### config.mk
export PLATFORM = sky130hd
export DESIGN_NAME = led_fill_bar_flat
export DESIGN_NICKNAME = d
export VERILOG_FILES = /design/src/rtl/led_fill_bar_if.sv /design/src/rtl/led_fill_bar.sv /design/src/flat_wrapper.sv
export SDC_FILE = /design/constraint.sdc
export NUM_CORES = 1
export LEC_CHECK = 0
export CORE_AREA = 2 2 39 41
export CTS_CLUSTER_DIAMETER = 80
export DETAILED_ROUTE_END_ITERATION = 6
export DIE_AREA = 0 0 41 43
export GPL_ROUTABILITY_DRIVEN = 0
export PLACE_DENSITY = 0.79
export SLEW_MARGIN = 20
export SYNTH_ARGS = -nofsm -noshare
export SYNTH_HDL_FRONTEND = slang
export SYNTH_SLANG_ARGS = --single-unit
### constraint.sdc
create_clock -name clk -period 3.8 [get_ports clk]
set_input_delay 0.76 -clock clk [delete_from_list [all_inputs] [get_ports clk]]
set_output_delay 0.76 -clock clk [all_outputs]
set_load 0.05 [all_outputs]
### src/rtl/led_fill_bar_if.sv
// Button/LED bundle for the bar-graph fill driver.
// Ports: button (start request, master->slave), led[15:0] (bar, slave->master).
interface led_fill_bar_if;
    logic        button;
    logic [15:0] led;

    modport master (
        output button,
        input  led
    );

    modport slave (
        input  button,
        output led
    );
endinterface

### src/rtl/led_fill_bar.sv
// Bar-graph LED driver: a button press arms the block, then one more LED
// lights per clock from bit 0 upward until all 16 are lit, and holds there.
// Ports: clk (system clock), rst (sync active-low reset),
//        bar.slave (button in, led[15:0] out).
module led_fill_bar (
    input  logic          clk,
    input  logic          rst,
    led_fill_bar_if.slave bar
);

    typedef enum logic {
        IDLE  = 1'b0,
        ARMED = 1'b1
    } arm_e;

    localparam logic [4:0] FULL = 5'd16;

    arm_e       state;
    arm_e       state_nxt;
    logic [4:0] level;
    logic [4:0] level_nxt;
    logic       go;

    always_ff @(posedge clk) begin
        if (!rst) begin
            state <= IDLE;
            level <= '0;
        end else begin
            state <= state_nxt;
            level <= level_nxt;
        end
    end

    // A press both arms and advances on the same edge.
    always_comb begin
        state_nxt = state;
        level_nxt = level;
        go        = bar.button | (state == ARMED);
        if (bar.button) begin
            state_nxt = ARMED;
        end
        if (go && (level != FULL)) begin
            level_nxt = level + 5'd1;
        end
    end

    // Thermometer decode of registered level only: bit i lit when i < level.
    always_comb begin
        bar.led = '0;
        for (int i = 0; i < 16; i++) begin
            bar.led[i] = (5'(i) < level);
        end
    end

endmodule

### src/flat_wrapper.sv
// flat-port wrapper written by rule: the top's interface ports become plain ports
module led_fill_bar_flat 
  (clk, rst, bar_button, bar_led);
  led_fill_bar_if bar_i ();
  input  logic clk;
  input  logic rst;
  input wire logic [$bits(bar_i.button)-1:0] bar_button;
  output wire logic [$bits(bar_i.led)-1:0] bar_led;
  assign bar_i.button = bar_button;
  assign bar_led = bar_i.led;
  led_fill_bar u_core (.clk(clk), .rst(rst), .bar(bar_i));
endmodule
Yosys cells after proc, flatten, opt, wreduce, memory -nomap -nowiden --
Index checks and enable logic that the tools add are counted.
Storage, ports and cells: register bits after elaboration 6, input port bits 3, output and inout bits 16, word-level logic and storage cells 22
Cells by class: add/subtract/negate cells 1, magnitude comparators 16, equal/unequal tests 1, bitwise logic cells 1, reduce and logical (&&, ||, !) cells 1
Operators by type and width (count):
- < comparator 4 x 5 -> 1 bit (first input constant) | 8
- < comparator 3 x 5 -> 1 bit (first input constant) | 4
- < comparator 1 x 5 -> 1 bit (first input constant) | 2
- < comparator 2 x 5 -> 1 bit (first input constant) | 2
- adder 5 x 1 -> 5 bit (second input constant) | 1
- != test 5 bit (second input constant) | 1
- logical AND 1 bit | 1
- OR 1 bit | 1

Depth between registers and ports, before layout --
word-level depth 2, gate-level depth with buffers 6, gate-level depth less buffers 5

Worst setup path before layout --
No wires, ideal clock.
path kind reg2out, from register u_core.level[1], to output bar_led[2], arrival 1.690 ns, data required time 3.040 ns, setup slack 1.350 ns, cell stages (with the launch flop) 4, buffers on the path 1, cells stage by stage dfxtp_1 buf_2 inv_1 o21ai_0
On the way: word-level cells in the longest chain between the ends 1
Ends and longest elaborated chain:
- from (decl) | RTL line led_fill_bar.sv:20 | logic [4:0] level;
- from (signal assigned) | RTL line led_fill_bar.sv:30 | level <= level_nxt;
- < comparator 2 x 5 -> 1 bit | RTL line led_fill_bar.sv:51 | bar.led[i] = (5'(i) < level);
- to (decl) | RTL line flat_wrapper.sv:8 | output wire logic [$bits(bar_i.led)-1:0] bar_led;
No other way between the ends.

Worst setup path after layout --
from register u_core.level[2], to output bar_led[12]
On the way: word-level cells in the longest chain between the ends 1
Ends and longest elaborated chain (RTL line):
- < comparator 4 x 5 -> 1 bit | led_fill_bar.sv:51
No other way between the ends.

==> metrics.cfg <==
[global_routing]
first_pass_grt_wire_length_um = 1642
grt_start_max_net_pins = 15
grt.total_usage = 0.1384
first_global_vias = 385
antenna_found_initial = 0
gr-total-overflow = 0

[clock_network]
clk_pin_slew_worst_paths_ns = 0.04
clock_tree.htree_level_count = 1
cts.root.buffer_cell = sky130_fd_sc_hd__clkbuf_4
tritoncts_clock_tree = yes
cts.repair.resized = 0
post_cts.repair.setup_buffers = 0
insertion_delay_ns = 0.24
maximum_root_to_sink_buffer_count = 2
cts_made_buffers = 3
numClockSinks = 6
hold_buffers = 0

[die]
floorplan.io_pins = 19
die_h_um = 43
placementRows = 14
dieArea_um2 = 1763
dieWidth_um = 41
placeableCoreArea_um2 = 1384
initial_utilization = 0.3327

[timing]
rsz0062_at_grt = false
worst_clock_skew_ns = 0.005450
hold_viol = 0
final-setup-viol-count = 0
setup-tns-final_ns = 0
clock.fmax_ghz = 0.3697
holdWs_ns = 0.5336
post-route-min-period_ns = 2.705
layout_worst_path_cycle_share = 0.7119
final_critical_path_setup_slack_ns = 1.095
worst_pin_slew_ns = 0.5079
relSlewSlack = 0.6604
finalMaxSlewViolations = 0

[critical_path]
setup.reg_to_reg.worst_slack_ns = 2.24
worst_r2r_startpoint = u_core.level[1]
cp-end-kind = output pin
worst-r2r-cell-count = 5
kind_of_launch_point_of_the_worst_setup_path = register
cp.required_ns = 3.04
rr_endpoint = u_core.level[1]
setup.worst_path.end = bar_led[12]
setup.worst_path.start = u_core.level[2]
timing.critical_path.fanout_max = 14
path_class = register to output pin
worst_ep_arrival_time_ns = 1.95

[pwr]
combinationalPowerShare = 0.286
clock_power_share = 0.301
max-vdd-ir-drop_uv = 306.2
power.sequential.fraction = 0.413
power.switching_fraction = 0.3449
internal_power_mw = 0.1224
power_per_cell_area_nw_per_um2 = 291.1
p_sw_mw = 0.06443
cellLeakagePower_nw = 0.3206

[run_status]
run_status = finished, final reports clean

[placement]
place_ws_ns = 1.341
number_of_cells_in_the_design_after_placement = 88
place.port_buffers = 18
total_half_perimeter_wirelength_after_legalization_and_detailed_placement_um = 747.8

[final_layout]
final_common_cell = sky130_fd_sc_hd__clkdlybuf4s50_1
layout.core_utilization = 0.4638
diodes = 0
layout-area-overhead-vs-synth_pct = 39.40
post_route_cells_drive_above_1_share = 0.08000
layout.nets = 82
layout.cells.most_common_list = sky130_fd_sc_hd__clkdlybuf4s50_1, sky130_fd_sc_hd__nand2_1, sky130_fd_sc_hd__dfxtp_1
stdcell_count = 91

[route]
via_count = 458
postRouteWirelength_um = 945
detail_route.drc_violations = 0
drtIter0Drc = 13
drt-vias-per-instance = 5.033
drt_pass1_iterations = 4
detail_route.wl_per_cell_um = 10.38
ant_nets = 0

[logic_synthesis]
postSynthAreaPerCell_um2 = 7.548
mapped_nets = 66
synthDistinctLibCells = 29
xor_xnor_portion_of_the_synthesized_cell_area = 0.01902
synthesized_area_fraction_occupied_by_ao_oa_aoi_and_oai_cells = 0.2174
yosys-mux-area-fraction = 0.04348
post_synth_fa_ha_maj_area_fraction = 0.05435
synth-seq-cells = 6
ys_seq_area_frac = 0.2609
post_synthesis_cell_area_um2 = 460.4
synth_warnings = 0
synth_top_family_by_area = simple AND/OR/NAND/NOR gates
post_synth_and_or_nand_nor_area_fraction = 0.2826
postSynthCellCount = 61

[hold_path]
worstHoldPathType = register to register

[flow_run]
drv.max_cap_violation_count = 0

## area by class of cell
class	instances	area, µm²
multi-input cells	44	284.0
repair buffers	18	180.2
inverters	4	15.01
clock buffers	3	22.52
fillers	144	742.0
well taps	16	20.02
flip-flops and latches	6	120.1
## power by group through the flow
stage                     clock, mW  sequential (mW)  combinational (mW)
after floorplan                   0           0.0706              0.0453
after global placement            0           0.0772              0.0540
after detailed placement          0           0.0783              0.0541
after CTS                    0.0599           0.0771              0.0542
after global routing         0.0629           0.0784              0.0586
final                        0.0563           0.0772              0.0534
## logic make-up after synthesis
| logic type | Yosys count |
|---|---|
| flops | 6 |
| compound gates | 14 |
| simple gates | 25 |
| fa+ha+maj | 2 |
| buf+inv | 11 |
| xor+xnor | 1 |
| mux | 2 |
## critical path, stage by stage (launching register included)
cell                              delay (ns)
sky130_fd_sc_hd__dfxtp_1                0.59
sky130_fd_sc_hd__nand2_2                0.13
sky130_fd_sc_hd__o21bai_1               0.16
sky130_fd_sc_hd__clkdlybuf4s50_1        0.82
## how the worst min path moves through the flow
| stage | startpoint | to | cells past startpoint |
|---|---|---|---|
| 2_1_floorplan | u_core.state | u_core.state | 2 |
| 3_3_place_gp | u_core.state | u_core.state | 2 |
| 3_5_place_dp | u_core.state | u_core.state | 2 |
| 4_1_cts | u_core.state | u_core.state | 2 |
| 5_1_grt | u_core.state | u_core.state | 2 |
| 6_report | u_core.state | u_core.state | 2 |
## synth_stat cells
master | number | area [µm²]
sky130_fd_sc_hd__o31ai_1 | 1 | 7.510
sky130_fd_sc_hd__o21bai_1 | 1 | 7.510
sky130_fd_sc_hd__nand2_1 | 10 | 37.54
sky130_fd_sc_hd__nor4bb_1 | 1 | 10.01
sky130_fd_sc_hd__nor3_2 | 1 | 10.01
sky130_fd_sc_hd__nor2b_1 | 1 | 6.260
sky130_fd_sc_hd__ha_1 | 2 | 25.02
sky130_fd_sc_hd__a21boi_1 | 1 | 7.510
sky130_fd_sc_hd__buf_2 | 3 | 15.01
sky130_fd_sc_hd__mux2i_1 | 2 | 20.02
sky130_fd_sc_hd__a31o_2 | 1 | 8.760
sky130_fd_sc_hd__clkbuf_1 | 2 | 7.510
sky130_fd_sc_hd__nor2_1 | 4 | 15.01
sky130_fd_sc_hd__and3b_1 | 1 | 8.760
sky130_fd_sc_hd__or3_1 | 1 | 6.260
sky130_fd_sc_hd__xnor2_1 | 1 | 8.760
sky130_fd_sc_hd__buf_4 | 1 | 7.510
sky130_fd_sc_hd__a32o_1 | 1 | 10.01
sky130_fd_sc_hd__nand3_1 | 1 | 5.000
sky130_fd_sc_hd__nand2b_1 | 3 | 18.77
sky130_fd_sc_hd__and2_1 | 1 | 6.260
sky130_fd_sc_hd__a41o_1 | 1 | 10.01
sky130_fd_sc_hd__buf_6 | 1 | 11.26
sky130_fd_sc_hd__o2111ai_1 | 1 | 8.760
sky130_fd_sc_hd__nand2_2 | 1 | 6.260
sky130_fd_sc_hd__inv_1 | 4 | 15.01
sky130_fd_sc_hd__o21ai_0 | 5 | 25.02
sky130_fd_sc_hd__a21o_1 | 2 | 15.01
sky130_fd_sc_hd__dfxtp_1 | 6 | 120.1
## through the flow
step	power [mW]	area [µm²]
final	0.1868	641.9
after global routing	0.1999	641.9
after floorplan	0.1159	460.4
after CTS	0.1911	641.9
after detailed placement	0.1323	619.3
after global placement	0.1311	619.3
## per-layer routing
metal  part of all wire  routed length (µm)  up-vias  track usage
li1                   -                   -      238            -
met1               0.42                 398      211       0.1795
met4              0.011                  10        0      0.06000
met3              0.042                  40        2      0.06283
met2               0.52                 495        7       0.1906
met5                  0                   0        -            0
## flip-flops by register name (all words and copies together) (netlist names)
name / cells
u_core.level: 5
u_core.state: 1
No activity file was read; power rests on OpenSTA's default activity.
